--- config.mk ---
export PLATFORM = sky130hd
export DESIGN_NAME = priv_1_12_csr_req_ctrl
export DESIGN_NICKNAME = d
export VERILOG_FILES = /design/src/rtl/machine_mode_types_1_12_pkg.sv /design/src/rtl/rv32i_types_pkg.sv /design/src/rtl/priv_1_12_csr_legal_chk.sv /design/src/rtl/priv_1_12_csr_req_ctrl.sv
export SDC_FILE = /design/constraint.sdc
export NUM_CORES = 1
export LEC_CHECK = 0
export ABC_AREA = 1
export ABC_CLOCK_PERIOD_IN_PS = 1800
export BUFFER_PORTS_ARGS = -buffer_cell sky130_fd_sc_hd__buf_4
export CORE_MARGIN = 5
export CORE_UTILIZATION = 52
export CTS_BUF_LIST = sky130_fd_sc_hd__clkbuf_4
export CTS_CLUSTER_DIAMETER = 100
export CTS_CLUSTER_SIZE = 30
export DETAILED_ROUTE_END_ITERATION = 6
export PLACE_DENSITY = 0.82
export SLEW_MARGIN = 20
export SYNTH_ARGS = -nofsm -noshare
export SYNTH_HDL_FRONTEND = slang
export SYNTH_SLANG_ARGS = --single-unit
--- constraint.sdc ---
create_clock -name CLK -period 1.8 [get_ports CLK]
set_input_delay 0.27 -clock CLK [delete_from_list [all_inputs] [get_ports CLK]]
set_output_delay 0.27 -clock CLK [all_outputs]
set_load 0.1 [all_outputs]
--- src/rtl/machine_mode_types_1_12_pkg.sv ---
// Privileged-architecture 1.12 types: CSR address and privilege level encodings.
package machine_mode_types_1_12_pkg;

  typedef logic [11:0] csr_addr_t;

  typedef enum logic [1:0] {
    U_MODE = 2'b00,
    S_MODE = 2'b01,
    H_MODE = 2'b10,
    M_MODE = 2'b11
  } priv_level_t;

endpackage

--- src/rtl/rv32i_types_pkg.sv ---
// RV32I/Zicsr encodings shared by the CSR request path: funct3 values and the
// request FSM state type.
package rv32i_types_pkg;

  localparam logic [2:0] F3_CSRRW  = 3'b001;
  localparam logic [2:0] F3_CSRRS  = 3'b010;
  localparam logic [2:0] F3_CSRRC  = 3'b011;
  localparam logic [2:0] F3_CSRRWI = 3'b101;
  localparam logic [2:0] F3_CSRRSI = 3'b110;
  localparam logic [2:0] F3_CSRRCI = 3'b111;

  typedef enum logic [1:0] {
    ST_IDLE   = 2'd0,
    ST_CHECK  = 2'd1,
    ST_COMMIT = 2'd2,
    ST_RESP   = 2'd3
  } csr_req_state_t;

endpackage

--- src/rtl/priv_1_12_csr_legal_chk.sv ---
// Combinational legality check for a Zicsr access: decides write intent and
// whether the access must trap as illegal.
module priv_1_12_csr_legal_chk
  import rv32i_types_pkg::*;
  import machine_mode_types_1_12_pkg::*;
(
  input  logic [2:0]  i_funct3,
  input  logic [3:0]  i_addr_hi,
  input  logic [4:0]  i_rs1_idx,
  input  priv_level_t i_priv,
  input  logic        i_invalid_csr,
  output logic        o_write_intent,
  output logic        o_illegal
);

  logic       w_bad_funct3;
  logic       w_priv_low;
  logic       w_ro_write;
  logic [1:0] w_priv;

  // Set/clear forms with x0/zimm=0 are pure reads and must not touch the CSR.
  always_comb begin
    o_write_intent = 1'b0;
    w_bad_funct3   = 1'b0;
    case (i_funct3)
      F3_CSRRW, F3_CSRRWI: o_write_intent = 1'b1;
      F3_CSRRS, F3_CSRRC,
      F3_CSRRSI, F3_CSRRCI: o_write_intent = (i_rs1_idx != 5'd0);
      default:             w_bad_funct3   = 1'b1;
    endcase
  end

  assign w_priv      = i_priv;
  assign w_priv_low  = (i_addr_hi[1:0] > w_priv);
  assign w_ro_write  = o_write_intent && (i_addr_hi[3:2] == 2'b11);
  assign o_illegal   = w_bad_funct3 | i_invalid_csr | w_priv_low | w_ro_write;

endmodule

--- src/rtl/priv_1_12_csr_req_ctrl.sv ---
// CSR instruction sequencer: accepts a Zicsr request, checks legality against the
// CSR file, issues at most one write/set/clear strobe and returns the old value.
module priv_1_12_csr_req_ctrl
  import rv32i_types_pkg::*;
  import machine_mode_types_1_12_pkg::*;
(
  input  logic        CLK,
  input  logic        nRST,
  input  logic        req_valid,
  output logic        req_ready,
  input  logic [2:0]  req_funct3,
  input  csr_addr_t   req_addr,
  input  logic [31:0] req_rs1_val,
  input  logic [4:0]  req_rs1_idx,
  input  logic [4:0]  req_rd_idx,
  input  priv_level_t req_priv,
  input  logic        flush,
  output csr_addr_t   csr_addr,
  output priv_level_t curr_priv,
  output logic        csr_write,
  output logic        csr_set,
  output logic        csr_clear,
  output logic [31:0] new_csr_val,
  input  logic [31:0] old_csr_val,
  input  logic        invalid_csr,
  output logic        resp_valid,
  input  logic        resp_ready,
  output logic [31:0] resp_rdata,
  output logic        resp_illegal,
  output logic [4:0]  resp_rd_idx
);

  csr_req_state_t r_state;
  logic [2:0]     r_funct3;
  csr_addr_t      r_addr;
  logic [31:0]    r_rs1_val;
  logic [4:0]     r_rs1_idx;
  logic [4:0]     r_rd_idx;
  priv_level_t    r_priv;
  logic [31:0]    r_old_val;
  logic           r_req_ready;
  logic           r_resp_valid;
  logic           r_csr_write;
  logic           r_csr_set;
  logic           r_csr_clear;
  logic [31:0]    r_resp_rdata;
  logic           r_resp_illegal;
  logic [4:0]     r_resp_rd_idx;

  logic           w_illegal;
  logic           w_write_intent;
  logic [31:0]    w_operand;

  priv_1_12_csr_legal_chk u_legal_chk (
    .i_funct3       (r_funct3),
    .i_addr_hi      (r_addr[11:8]),
    .i_rs1_idx      (r_rs1_idx),
    .i_priv         (r_priv),
    .i_invalid_csr  (invalid_csr),
    .o_write_intent (w_write_intent),
    .o_illegal      (w_illegal)
  );

  assign w_operand = r_funct3[2] ? {27'd0, r_rs1_idx} : r_rs1_val;

  // Strobes are set only on the CHECK->COMMIT edge, so they live for exactly one cycle.
  always_ff @(posedge CLK or negedge nRST) begin
    if (!nRST) begin
      r_state        <= ST_IDLE;
      r_funct3       <= 3'd0;
      r_addr         <= '0;
      r_rs1_val      <= 32'd0;
      r_rs1_idx      <= 5'd0;
      r_rd_idx       <= 5'd0;
      r_priv         <= U_MODE;
      r_old_val      <= 32'd0;
      r_req_ready    <= 1'b1;
      r_resp_valid   <= 1'b0;
      r_csr_write    <= 1'b0;
      r_csr_set      <= 1'b0;
      r_csr_clear    <= 1'b0;
      r_resp_rdata   <= 32'd0;
      r_resp_illegal <= 1'b0;
      r_resp_rd_idx  <= 5'd0;
    end else begin
      r_csr_write <= 1'b0;
      r_csr_set   <= 1'b0;
      r_csr_clear <= 1'b0;
      case (r_state)
        ST_IDLE: begin
          if (req_valid && r_req_ready) begin
            r_funct3    <= req_funct3;
            r_addr      <= req_addr;
            r_rs1_val   <= req_rs1_val;
            r_rs1_idx   <= req_rs1_idx;
            r_rd_idx    <= req_rd_idx;
            r_priv      <= req_priv;
            r_req_ready <= 1'b0;
            r_state     <= ST_CHECK;
          end
        end
        ST_CHECK: begin
          r_old_val <= old_csr_val;
          if (flush) begin
            r_req_ready <= 1'b1;
            r_state     <= ST_IDLE;
          end else if (w_illegal) begin
            r_resp_valid   <= 1'b1;
            r_resp_rdata   <= 32'd0;
            r_resp_illegal <= 1'b1;
            r_resp_rd_idx  <= r_rd_idx;
            r_state        <= ST_RESP;
          end else begin
            if (w_write_intent) begin
              case (r_funct3[1:0])
                2'b01:   r_csr_write <= 1'b1;
                2'b10:   r_csr_set   <= 1'b1;
                2'b11:   r_csr_clear <= 1'b1;
                default: r_csr_write <= 1'b0;
              endcase
            end
            r_state <= ST_COMMIT;
          end
        end
        ST_COMMIT: begin
          r_resp_valid   <= 1'b1;
          r_resp_rdata   <= r_old_val;
          r_resp_illegal <= 1'b0;
          r_resp_rd_idx  <= r_rd_idx;
          r_state        <= ST_RESP;
        end
        ST_RESP: begin
          if (flush || resp_ready) begin
            r_resp_valid <= 1'b0;
            r_req_ready  <= 1'b1;
            r_state      <= ST_IDLE;
          end
        end
        default: begin
          r_req_ready  <= 1'b1;
          r_resp_valid <= 1'b0;
          r_state      <= ST_IDLE;
        end
      endcase
    end
  end

  assign req_ready    = r_req_ready;
  assign csr_addr     = r_addr;
  assign curr_priv    = r_priv;
  assign csr_write    = r_csr_write;
  assign csr_set      = r_csr_set;
  assign csr_clear    = r_csr_clear;
  assign new_csr_val  = w_operand;
  assign resp_valid   = r_resp_valid;
  assign resp_rdata   = r_resp_rdata;
  assign resp_illegal = r_resp_illegal;
  assign resp_rd_idx  = r_resp_rd_idx;

endmodule

# ---- Word level (Yosys, flattened, before mapping)
# Cells that the tools add are included.
dict set report word_totals {
  in_bits 97
  word_cells 92
  output_inout_bits 89
  regBits 136
}
dict set report op_classes {
  n_reduce_logical 16
  muxes 38
  eq_ne 18
  n_bitwise 3
  order_cmp 1
}
# operator count
set ops {}
lappend ops {{$mux 32} 3}
lappend ops {{$pmux 32 s2} 1}
lappend ops {{$mux 1} 23}
lappend ops {{$eq 2x2->1 const B} 5}
lappend ops {{$mux 5} 2}
lappend ops {{$pmux 5 s2} 1}
lappend ops {{$eq 3x3->1 const B} 3}
lappend ops {{$ne 2x2->1 const B} 4}
lappend ops {{$pmux 2 s4} 1}
lappend ops {{$reduce_and 4->1} 2}
lappend ops {{$eq 3x2->1 const B} 2}
lappend ops {{$mux 2} 3}
lappend ops {{$pmux 1 s3} 2}
lappend ops {{$reduce_bool 3->1} 2}
lappend ops {{$reduce_or 6->1} 1}
lappend ops {{$reduce_bool 5->1} 1}
lappend ops {{$eq 2x1->1 const B} 2}
lappend ops {{$pmux 1 s2} 2}
lappend ops {{$reduce_and 2->1} 2}
lappend ops {{$reduce_or 4->1} 1}
lappend ops {{$eq 3x1->1 const B} 1}
lappend ops {{$or 1x1->1} 3}
lappend ops {{$reduce_and 3->1} 1}
lappend ops {{$gt 2x2->1} 1}
lappend ops {{other kinds (6)} 7}

# ---- Longest topological paths before layout
# Gate-level depths: netlist of run 1.
dict set report logic_depth {
  word_depth 9
  mapped_depth 12
  mapped_depth_nobuf 11
}

# ---- Hierarchy
# From an unflattened synthesis of run 1, not the netlist that was laid out.
dict set report unflattened {
  cells_unflattened 621
  area_unflattened_um2 5511.5
}
# mod n_inst area_per_inst_um2 seq_area_each_um2 cells_per_inst
set by_module_without_submodules {}
lappend by_module_without_submodules {priv_1_12_csr_req_ctrl 1 5398.9 3404.5 599}
lappend by_module_without_submodules {priv_1_12_csr_legal_chk 1 112.6 0.0 22}

# ---- Worst setup path before layout of run 1
# No wires, ideal clock.
dict set report synth_path {
  path_type {register to output}
  from {register r_funct3[2]}
  to {output port new_csr_val[0]}
  arrival_ns 2.665
  t_required_ns 1.530
  stages_incl_launch_ff 3
  slack_ns -1.135
  path_buffers 1
  cell_sequence {dfrtp_1 clkbuf_1 o21ai_0}
}
dict set report synth_between {
  elab_chain_cells 1
}
# element line
set synth_lines {}
lappend synth_lines {{start: declaration} priv_1_12_csr_req_ctrl.sv:34} ;# logic [2:0] r_funct3;
lappend synth_lines {{start signal: assignment} priv_1_12_csr_req_ctrl.sv:92} ;# r_funct3 <= req_funct3;
lappend synth_lines {{$mux 32} priv_1_12_csr_req_ctrl.sv:64} ;# assign w_operand = r_funct3[2] ? {27'd0, r_rs1_idx} : r_rs1_val;
lappend synth_lines {{end: declaration} priv_1_12_csr_req_ctrl.sv:23} ;# output logic [31:0] new_csr_val,
# Every way passes these cells.

# ---- Worst setup path in the final report of run 1
dict set report layout_path {
  from {register r_funct3[2]}
  to {output port new_csr_val[1]}
}
# Same word-level chain as after synthesis.

==> results of run 1 <==
==> metrics by stage <==
stage	TNS, ns	cells	utilization [%]	hold WS (ns)
final	-4.54	1082	89.7	0.0711
after global routing	-8.19	1082	89.7	0.0600
after CTS	-1.15	1069	85.8	0.0128
after detailed placement	0	945	69.8	0.211
after global placement	0	945	69.8	0.207
after floorplan	-5.01	645	-	-0.0256
==> flip-flops by register name, indices dropped and copies added, names as in the netlist, named ones only <==
name and flops:
csr_addr 12, csr_clear 1, csr_set 1, csr_write 1
curr_priv 2, r_funct3 3, r_old_val 32, r_rd_idx 5
r_rs1_idx 5, r_rs1_val 32, r_state 1, req_ready 1
resp_illegal 1, resp_rd_idx 5, resp_rdata 32, resp_valid 1
==> worst max-delay path: stages, from the launching register on <==
cell	delay (ns)
sky130_fd_sc_hd__dfrtp_2	0.57
sky130_fd_sc_hd__buf_12	0.20
sky130_fd_sc_hd__nand2_4	0.07
sky130_fd_sc_hd__o21ai_4	0.08
sky130_fd_sc_hd__buf_12	0.20
==> cell families (layout without fill, tap and decap cells) <==
family / after synthesis / count (layout)
AOI/OAI and AO/OA: 45 / 45
adders and majority gates: 2 / 2
buffers and inverters: 79 / 378
DFF: 136 / 136
other: 0 / 2
and+or+nand+nor: 383 / 383
==> path summary, 6_finish.rpt <==
path                                from              to  slack (ns)  cells after the start
min in group asynchronous           nRST   r_rs1_val[12]        0.20                      2
max in group asynchronous           nRST   resp_rdata[1]        0.91                      3
min reg2reg                r_old_val[31]  resp_rdata[31]        0.48                      2
min                           resp_ready      r_state[0]        0.07                      4
max reg2reg                  csr_addr[8]  resp_rd_idx[1]       -0.12                     11
max                          r_funct3[2]  new_csr_val[1]       -0.13                      4
==> routing by layer <==
layer / up-vias / global-route usage (%)
met1: 2953 / 34.4
met5: - / 0
met2: 551 / 58.2
li1: 2564 / -
met4: 0 / 20.6
met3: 219 / 8.40
==> placed cells by master, fill, tap and decap left out <==
cell                            synthesis  final
sky130_fd_sc_hd__nand2_1              296    291
sky130_fd_sc_hd__buf_4                  8    160
sky130_fd_sc_hd__dfrtp_1              135    129
sky130_fd_sc_hd__dlygate4sd3_1          0     93
sky130_fd_sc_hd__nand3_1               43     42
sky130_fd_sc_hd__buf_12                 0     38
sky130_fd_sc_hd__inv_1                 39     37
sky130_fd_sc_hd__o21ai_0               35     30
sky130_fd_sc_hd__nor2_4                 1     28
sky130_fd_sc_hd__clkbuf_4               0     17
sky130_fd_sc_hd__inv_2                  7      9
sky130_fd_sc_hd__nand2_4                1      6
sky130_fd_sc_hd__nor2_1                33      6
sky130_fd_sc_hd__o21ai_1                6      6
sky130_fd_sc_hd__clkbuf_16              0      6
sky130_fd_sc_hd__o21ai_4                0      5
sky130_fd_sc_hd__bufinv_16              0      5
sky130_fd_sc_hd__nor2_2                 3      3
sky130_fd_sc_hd__clkinv_2               0      3
sky130_fd_sc_hd__buf_6                  2      3
sky130_fd_sc_hd__dfrtp_2                0      3
sky130_fd_sc_hd__dfrtp_4                0      3
sky130_fd_sc_hd__diode_2                0      2
sky130_fd_sc_hd__nand2_2                3      2
sky130_fd_sc_hd__a21oi_1                3      2
sky130_fd_sc_hd__nor3_1                 2      2
sky130_fd_sc_hd__clkinv_1               0      2
sky130_fd_sc_hd__clkinvlp_4             0      2
sky130_fd_sc_hd__o21bai_1               1      1
sky130_fd_sc_hd__a21oi_2                0      1
sky130_fd_sc_hd__nor4_1                 1      1
sky130_fd_sc_hd__nand2_8                0      1
sky130_fd_sc_hd__nand3_2                0      1
sky130_fd_sc_hd__ha_4                   0      1
sky130_fd_sc_hd__ha_2                   0      1
sky130_fd_sc_hd__clkinv_4               0      1
sky130_fd_sc_hd__inv_6                  0      1
sky130_fd_sc_hd__buf_8                  0      1
sky130_fd_sc_hd__dfstp_2                1      1
==> final cells by class <==
| type | count | area share [%] |
|---|---|---|
| inverter | 46 | 1.86 |
| tap | 136 | 1.83 |
| clock inverter | 14 | 2.21 |
| clock buffer | 17 | 1.37 |
| timing repair buffer | 301 | 33.2 |
| sequential | 136 | 36.7 |
| antenna | 2 | 0.0538 |
| multi-input combinational | 430 | 22.7 |
==> repair_timing <==
| item | CTS | global route |
|---|---|---|
| gates resized for setup | 94 | 45 |
| buffers inserted | 0 | 3 |
| endpoints found under the setup margin | 32 | 71 |
| pin swaps | 0 | 30 |
| gates cloned | 0 | 8 |
| hold buffers | 93 | 0 |
| endpoints found under the hold margin | 167 | 0 |
==> flow_metrics.py, run 1 <==
metrics = {
    "outcome": {
        "status": "finished, violations left",
        "failed_checks": "design-rule violations, negative setup slack",
    },
    "timing": {
        "postLayoutSetupSlackWorst_ns": -0.134,
        "layout_worst_path_cycle_share_pct": 107,
        "timing.final.setup_violations": 72,
        "layout_min_cycle_time_ns": 1.93,
        "worst_pin_slew_ns": 0.738,
        "grt_setup_unrepaired": "true",
        "worst_clock_skew_ns": 0.0284,
        "drv_slew": 0,
        "fmax_mhz": 517,
        "timing.slew.headroom_pct": 50.3,
        "hold_viol_final": 0,
    },
    "synth": {
        "yosysWarningCount": 0,
        "ys_types": 22,
        "synth.top_cell.area_share_pct": 61.1,
        "syn_area_per_cell_um2": 8.58,
        "postSynthNetCount": 744,
        "synth-main-ff-cell": "sky130_fd_sc_hd__dfrtp_1",
        "netlist_top_cells_area": "sky130_fd_sc_hd__dfrtp_1 (61%), sky130_fd_sc_hd__nand2_1 (20%), sky130_fd_sc_hd__nand3_1 (3.9%), sky130_fd_sc_hd__o21ai_0 (3.2%), sky130_fd_sc_hd__inv_1 (2.6%)",
        "yosys.area_share.simple_pct": 27.6,
        "synth_enable_flop_cells": 0,
        "synthesized_area_fraction_occupied_by_ao_oa_aoi_and_oai_cells_pct": 4.12,
        "post-synth-top-area-cell": "sky130_fd_sc_hd__dfrtp_1",
        "synth_seq_cells": 136,
        "yosysMostFrequentCell": "sky130_fd_sc_hd__nand2_1",
        "part_of_the_yosys_area_used_for_sequential_elements_pct": 61.5,
        "post_synth_mux_area_share_pct": 0,
        "async_flop_share_pct": 100,
        "synth_top_family_by_area": "simple AND/OR/NAND/NOR gates",
        "synth_commonest_cells": "sky130_fd_sc_hd__nand2_1 (296), sky130_fd_sc_hd__dfrtp_1 (135), sky130_fd_sc_hd__nand3_1 (43)",
        "yosys.area_share.xor_xnor_pct": 0,
        "syn-instance-count": 645,
        "synthAdderAreaFrac_pct": 0.452,
        "post_synth_instance_area_um2": 5530,
    },
    "placed_design": {
        "dp_slack_ns": 0.0665,
        "io_buffer_count": 185,
        "globalplace.congestion": 0.858,
        "detailedPlacementHpwl_um": 10200,
        "standard_cell_area_after_detailed_placement_um2": 7240,
    },
    "setup_path": {
        "timing.critical_path.arrival_ns": 1.66,
        "timing.critical_path.to_type": "output port",
        "crit_path_max_fanout": 7,
        "required_ns": 1.53,
        "cp-start-kind": "flop",
        "setup.worst_path.class": "flop to output port",
    },
    "global_route": {
        "grt_max_degree": 75,
        "initial_antenna_violation_count": 2,
        "grt_first_pass_wirelength_um": 32100,
        "first_global_vias": 6154,
        "globalRoute.totalOverflow": 0,
        "gr-usage-all-layers_pct": 32.7,
    },
    "cells_and_area": {
        "nets": 1031,
        "fillerInstances": 398,
        "multi_input_gate_area_um2": 2110,
        "areaGrowthSynthToFinish_pct": 68.2,
        "fraction_of_layout_cells_with_a_size_suffix_above_1_pct": 32.0,
        "sequential_cell_area_um2": 3420,
        "final_cell_area_um2": 9310,
    },
    "floorplanning": {
        "die-area_um2": 12800,
        "initial_core_util_pct": 53.4,
        "coreArea_um2": 10400,
        "die_height_um": 113,
        "fp-row-count": 37,
        "fp.dieW_um": 113,
        "top_level_ports": 186,
    },
    "routing": {
        "first_iter_violations": 748,
        "initial_drt_pass_iterations": 7,
        "routed_wl_um": 24700,
        "post-route-drc-count": 7,
        "ant_nets": 0,
        "post_drt_wl_per_cell_um": 22.8,
        "met3WireLength_um": 2190,
        "top_signal_layer_used": "met4",
        "viasPerCell": 5.81,
        "route.met2.wl_um": 12300,
        "wire_length_on_met1_um": 7900,
        "vias": 6287,
    },
    "clock_network": {
        "cts.sinks": 136,
        "insertion_delay_ns": 0.56,
        "clock_pin_slew_reported_for_the_worst_setup_and_hold_paths_after_clock_tree_synthesis_ns": 0.12,
        "max-clock-path-buffers": 2,
        "cts_buffers": 17,
        "cts_tree": "done",
        "clock_tree.htree_level_count": 4,
        "clock_tree.root_cell": "sky130_fd_sc_hd__clkbuf_4",
    },
    "flow_run": {
        "max_cap_violations": 0,
    },
    "hold_path": {
        "hold_path_class": "primary input to flop",
    },
}
Power of run 1 is not shown: default switching activity piles up to over one toggle a cycle in this logic, so the estimate is an artifact.
==> run 2: changes to the inputs <==
CELL_PAD_IN_SITES_DETAIL_PLACEMENT = 1   (was not set)
CELL_PAD_IN_SITES_GLOBAL_PLACEMENT = 1   (was not set)
CORE_UTILIZATION = 38   (was 52)
MAX_ROUTING_LAYER = met4   (was not set)
PLACE_DENSITY = not set   (was 0.82)
PLACE_DENSITY_LB_ADDON = 0.1   (was not set)
==> run 2 against run 1 <==
Effect of this change:
- the run ends with negative setup slack left
- global-route usage decreased by 7.1 points
- register-to-register slack improved by 0.13 ns
- final area decreased by 0.23%
- critical path depth unchanged
- sequential share of layout area increased by 0.084 points
- highest routed layer unchanged
==> flow_metrics.py, run 2 (same netlist as run 1, synthesis figures left out) <==
metrics = {
    "outcome": {
        "status": "finished, violations left",
        "failed_checks": "negative setup slack",
    },
    "routing": {
        "viasPerCell": 4.89,
        "routed_wl_um": 21000,
        "ant_nets": 0,
        "post_drt_wl_per_cell_um": 18.5,
        "first_iter_violations": 232,
        "post-route-drc-count": 0,
        "initial_drt_pass_iterations": 4,
        "vias": 5530,
    },
    "floorplanning": {
        "die-area_um2": 17100,
        "die_height_um": 131,
        "initial_core_util_pct": 38.4,
        "coreArea_um2": 14400,
        "top_level_ports": 186,
        "fp-row-count": 44,
        "fp.dieW_um": 131,
    },
    "timing": {
        "drv_slew": 0,
        "timing.final.setup_violations": 32,
        "fmax_mhz": 522,
        "postLayoutSetupSlackWorst_ns": -0.117,
        "worst_pin_slew_ns": 0.448,
        "holdWs_ns": 0.0761,
        "worst_clock_skew_ns": 0.0126,
        "layout_worst_path_cycle_share_pct": 107,
        "grt_setup_unrepaired": "true",
        "hold_viol_final": 0,
        "timing.slew.headroom_pct": 70.1,
        "layout_min_cycle_time_ns": 1.92,
    },
    "setup_path": {
        "worst-r2r-setup-slack_ns": 0.01,
        "crit_path_max_fanout": 6,
        "r2r_end": "resp_rd_idx[0]",
        "timing.critical_path.to_type": "output port",
        "required_ns": 1.53,
        "setup.worst_path.class": "flop to output port",
        "cp-start-kind": "flop",
        "launch_point_of_the_critical_path": "r_funct3[2]",
        "r2r_start": "curr_priv[1]",
        "endpoint": "new_csr_val[0]",
        "r2r.worst_path.cells": 11,
        "timing.critical_path.arrival_ns": 1.65,
    },
    "cells_and_area": {
        "fraction_of_layout_cells_with_a_size_suffix_above_1_pct": 32.5,
        "sequential_cell_area_um2": 3420,
        "areaGrowthSynthToFinish_pct": 67.8,
        "most-common-layout-cells": "sky130_fd_sc_hd__nand2_1 (288), sky130_fd_sc_hd__buf_4 (164), sky130_fd_sc_hd__dfrtp_1 (129)",
        "fillerInstances": 1590,
        "nets": 1031,
        "multi_input_gate_area_um2": 2110,
        "layout_commonest_cell": "sky130_fd_sc_hd__nand2_1",
    },
    "placed_design": {
        "globalplace.congestion": 0.772,
        "io_buffer_count": 185,
        "detailedPlacementHpwl_um": 11500,
    },
    "global_route": {
        "grt_first_pass_wirelength_um": 32000,
        "grt_max_degree": 46,
        "globalRoute.totalOverflow": 0,
        "gr-usage-all-layers_pct": 25.6,
        "first_global_vias": 6197,
        "initial_antenna_violation_count": 2,
    },
    "clock_network": {
        "max-clock-path-buffers": 2,
        "cts_tree": "done",
        "cts.sinks": 136,
        "cts_buffers": 17,
        "clock_tree.root_cell": "sky130_fd_sc_hd__clkbuf_4",
        "clock_pin_slew_reported_for_the_worst_setup_and_hold_paths_after_clock_tree_synthesis_ns": 0.12,
        "clock_tree.htree_level_count": 4,
        "insertion_delay_ns": 0.55,
    },
    "hold_path": {
        "hold_path_class": "primary input to flop",
    },
    "flow_run": {
        "max_cap_violations": 0,
    },
}
-- run 2: cell types whose count changed in the layout (fill, tap and decap cells not counted), moves of 2 or more --
cell,before,now
sky130_fd_sc_hd__buf_4,160,164
sky130_fd_sc_hd__nand2_1,291,288
sky130_fd_sc_hd__nand2_4,6,2
sky130_fd_sc_hd__clkbuf_16,6,2
sky130_fd_sc_hd__bufinv_16,5,3
sky130_fd_sc_hd__clkinv_4,1,3
sky130_fd_sc_hd__nand2_2,2,8
sky130_fd_sc_hd__inv_4,0,2
sky130_fd_sc_hd__clkinvlp_4,2,4
sky130_fd_sc_hd__inv_2,9,7
-- run 2: worst min path at each step --
stage	from	to	cells past startpoint	slack, ns
floorplan	nRST	asynchronous set/reset pin	0	-0.03
global placement	nRST	r_rs1_val[23]	1	0.23
detailed placement	nRST	r_rs1_val[23]	1	0.23
CTS	flush	csr_write	4	0.02
global route	resp_ready	r_state[0]	4	0.07
finish	resp_ready	r_state[0]	4	0.08
-- run 2: area by class of cell --
type	instances	area share (%)
Antenna cell	2	0.0539
Clock buffer	17	1.37
Clock inverter	15	1.91
Inverter	46	1.91
Multi-Input combinational cell	430	22.8
Sequential cell	136	36.8
Tap cell	184	2.48
Timing Repair Buffer	301	32.7
-- run 2: timing repair --
action / 4_1_cts / 5_1_grt
buffers inserted: 4 / 3
resized for setup: 120 / 25
setup endpoints to repair: 33 / 67
pin swaps: 1 / 12
hold endpoints to repair: 174 / 0
hold buffers: 92 / 0
gates cloned: 0 / 2
-- run 2: critical path, stage by stage (launching register included) --
cell and delay (ns):
sky130_fd_sc_hd__dfrtp_2 0.50, sky130_fd_sc_hd__buf_4 0.18, sky130_fd_sc_hd__nand2_1 0.11, sky130_fd_sc_hd__o21ai_4 0.10, sky130_fd_sc_hd__buf_12 0.19
-- run 2: per-stage QoR --
step	utilization, %	instances	worst slack, ns	TNS (ns)	cell area, um2
floorplan	-	645	-0.390	-5.01	5700
global placement	50.8	996	0.0894	0	7320
detailed placement	50.8	996	0.00499	0	7320
CTS	63.0	1124	-0.130	-3.00	9090
global route	64.4	1131	-0.183	-4.98	9280
finish	64.4	1131	-0.117	-2.47	9280
-- run 2: per-layer routing --
metal / share of wire, % / global-route usage, % / routed length [um] / up-vias
met2: 53 / 44.8 / 11100 / 182
met3: 4.7 / 4.35 / 975 / 50
met1: 38 / 28.4 / 8060 / 2738
met4: 4.0 / 12.1 / 844 / 0
met5: 0 / - / 0 / -
li1: - / - / - / 2560
Power of run 2 is left out for the same reason.
==> run 3: changes to the inputs <==
CELL_PAD_IN_SITES_DETAIL_PLACEMENT = not set   (was 1)
CELL_PAD_IN_SITES_GLOBAL_PLACEMENT = not set   (was 1)
CORE_UTILIZATION = 52   (was 38)
PLACE_DENSITY = 0.82   (was not set)
PLACE_DENSITY_LB_ADDON = not set   (was 0.1)
==> run 3 against run 2 <==
Effect of this change:
- the run ends with design-rule violations, negative setup slack left
- first-iteration DRC count increased to 3.7 times the previous value
- worst hold slack improved by 0.057 ns
- critical path depth shrank 1
- via count rose by 14%
- sequential share of layout area down 0.14 points
- setup slack lost 0.061 ns
- routed wire length increased by 20%
- critical endpoint is now new_csr_val[11]
- clock-buffer cell count stayed put
- global-route usage is 8.1 points higher
==> flow_metrics.py, run 3 (same netlist as run 1, synthesis figures left out) <==
metrics = {
    "global_route": {
        "globalRoute.totalOverflow": 0,
        "grt_max_degree": 75,
        "first_global_vias": 6133,
        "gr-usage-all-layers_pct": 33.7,
        "grt_first_pass_wirelength_um": 32100,
        "initial_antenna_violation_count": 3,
    },
    "setup_path": {
        "crit_path_max_fanout": 6,
        "r2r.worst_path.cells": 12,
        "critical_path_buf_inv_count": 2,
        "timing.critical_path.to_type": "output port",
        "cp_slowest_stage_delay_ns": 0.55,
        "cp_top_family": "flip-flops",
        "setup.worst_path.class": "flop to output port",
        "critical_path_depth": 3,
        "timing.critical_path.arrival_ns": 1.71,
        "crit_path_cell_trace": "clkbuf_16 > nor2_4 > buf_12",
        "required_ns": 1.53,
        "cp-start-kind": "flop",
        "critPathSlowestCell": "sky130_fd_sc_hd__dfrtp_2",
    },
    "floorplanning": {
        "die_height_um": 113,
        "top_level_ports": 186,
        "coreArea_um2": 10400,
        "initial_core_util_pct": 53.4,
        "die-area_um2": 12800,
        "fp-row-count": 37,
        "fp.dieW_um": 113,
    },
    "routing": {
        "ant_nets": 0,
        "viasPerCell": 5.83,
        "post-route-drc-count": 4,
        "initial_drt_pass_iterations": 7,
        "vias": 6322,
        "post_drt_wl_per_cell_um": 23.2,
        "first_iter_violations": 864,
        "routed_wl_um": 25200,
    },
    "placed_design": {
        "io_buffer_count": 185,
        "dp_slack_ns": 0.0665,
        "globalplace.congestion": 0.872,
        "detailedPlacementHpwl_um": 10200,
    },
    "clock_network": {
        "clock_tree.root_cell": "sky130_fd_sc_hd__clkbuf_4",
        "insertion_delay_ns": 0.55,
        "cts.sinks": 136,
        "clock_pin_slew_reported_for_the_worst_setup_and_hold_paths_after_clock_tree_synthesis_ns": 0.14,
        "clock_tree.htree_level_count": 4,
        "cts_tree": "done",
        "cts_buffers": 17,
        "max-clock-path-buffers": 2,
    },
    "timing": {
        "worst_clock_skew_ns": 0.0257,
        "fmax_mhz": 506,
        "timing.slew.headroom_pct": 68.8,
        "grt_setup_unrepaired": "true",
        "timing.final.setup_violations": 49,
        "layout_worst_path_cycle_share_pct": 110,
        "holdWs_ns": 0.133,
        "worst_pin_slew_ns": 0.463,
        "layout_min_cycle_time_ns": 1.98,
        "postLayoutSetupSlackWorst_ns": -0.178,
        "drv_slew": 0,
        "hold_viol_final": 0,
    },
    "cells_and_area": {
        "final_core_util_pct": 89.9,
        "fraction_of_layout_cells_with_a_size_suffix_above_1_pct": 32.0,
        "most-common-layout-cells": "sky130_fd_sc_hd__nand2_1 (291), sky130_fd_sc_hd__buf_4 (160), sky130_fd_sc_hd__dfrtp_1 (129)",
        "fillerInstances": 390,
        "areaGrowthSynthToFinish_pct": 68.5,
        "nets": 1031,
        "layout_commonest_cell": "sky130_fd_sc_hd__nand2_1",
    },
    "outcome": {
        "failed_checks": "design-rule violations, negative setup slack",
        "status": "finished, violations left",
    },
    "flow_run": {
        "max_cap_violations": 0,
    },
    "hold_path": {
        "hold_path_depth": 4,
        "hold_path_class": "primary input to flop",
    },
}
==> run 3: changes by cell type in the layout (fill, tap and decap cells not counted), sizes merged, moves of 2 or more <==
cell | previous run | this run
clkbuf | 19 | 23
diode | 2 | 4
bufinv | 3 | 5
buf | 207 | 202
clkinvlp | 4 | 2
==> run 3: path summary, 6_finish.rpt <==
check / startpoint / end / slack, ns
worst max-delay path: r_funct3[2] / new_csr_val[11] / -0.18
worst min-delay path: resp_ready / r_state[0] / 0.13
worst max register to register: csr_addr[8] / r_state[0] / -0.10
worst min register to register: r_old_val[31] / resp_rdata[31] / 0.47
max in group asynchronous: nRST / resp_rdata[1] / 0.91
min in group asynchronous: nRST / r_rs1_val[5] / 0.19
==> run 3: layer usage <==
metal / track usage [%] / vias to the layer above / wire (um)
met2: 58.1 / 582 / 12400
met5: - / - / 0
li1: - / 2562 / -
met1: 34.8 / 2950 / 7950
met3: 7.70 / 228 / 2510
met4: 20.8 / 0 / 2350
==> run 3: metrics by stage <==
| stage | setup TNS (ns) | cell area [um2] | cells |
|---|---|---|---|
| finish | -3.23 | 9320 | 1084 |
| global route | -7.28 | 9320 | 1083 |
| CTS | -1.15 | 8890 | 1069 |
| detailed placement | 0 | 7240 | 945 |
| global placement | 0 | 7240 | 945 |
| floorplan | -5.01 | 5700 | 645 |
==> run 3: worst register-to-register path, stage by stage (launching register included) <==
cell and delay [ns]:
sky130_fd_sc_hd__dfrtp_4 0.50, sky130_fd_sc_hd__inv_2 0.10, sky130_fd_sc_hd__ha_4 0.16, sky130_fd_sc_hd__inv_1 0.07
sky130_fd_sc_hd__nand2_1 0.07, sky130_fd_sc_hd__nand2_1 0.07, sky130_fd_sc_hd__a21oi_2 0.19, sky130_fd_sc_hd__nand2_2 0.12
sky130_fd_sc_hd__nand2_8 0.16, sky130_fd_sc_hd__buf_4 0.14, sky130_fd_sc_hd__nand2_1 0.06, sky130_fd_sc_hd__nand2_1 0.11
sky130_fd_sc_hd__nand2_1 0.08
==> run 3: repair_timing <==
action                                 CTS  global route
setup buffers                            0             3
pin swaps                                0            30
setup endpoints to repair               32            71
hold buffers                            93             0
endpoints found under the hold margin  167             0
gates resized for setup                 94            46
cloned                                   0             8
==> run 3: cell type report <==
cell class              count  area [um2]  area share (%)
diodes                      4        10.0           0.107
repair buffers            301        3090            33.2
well taps                 136         170            1.83
inverters                  46         173            1.85
clock inverters            14         205            2.20
multi-input cells         430        2120            22.8
clock buffers              17         128            1.37
flip-flops and latches    136        3420            36.7
Power of run 3 is left out for the same reason.
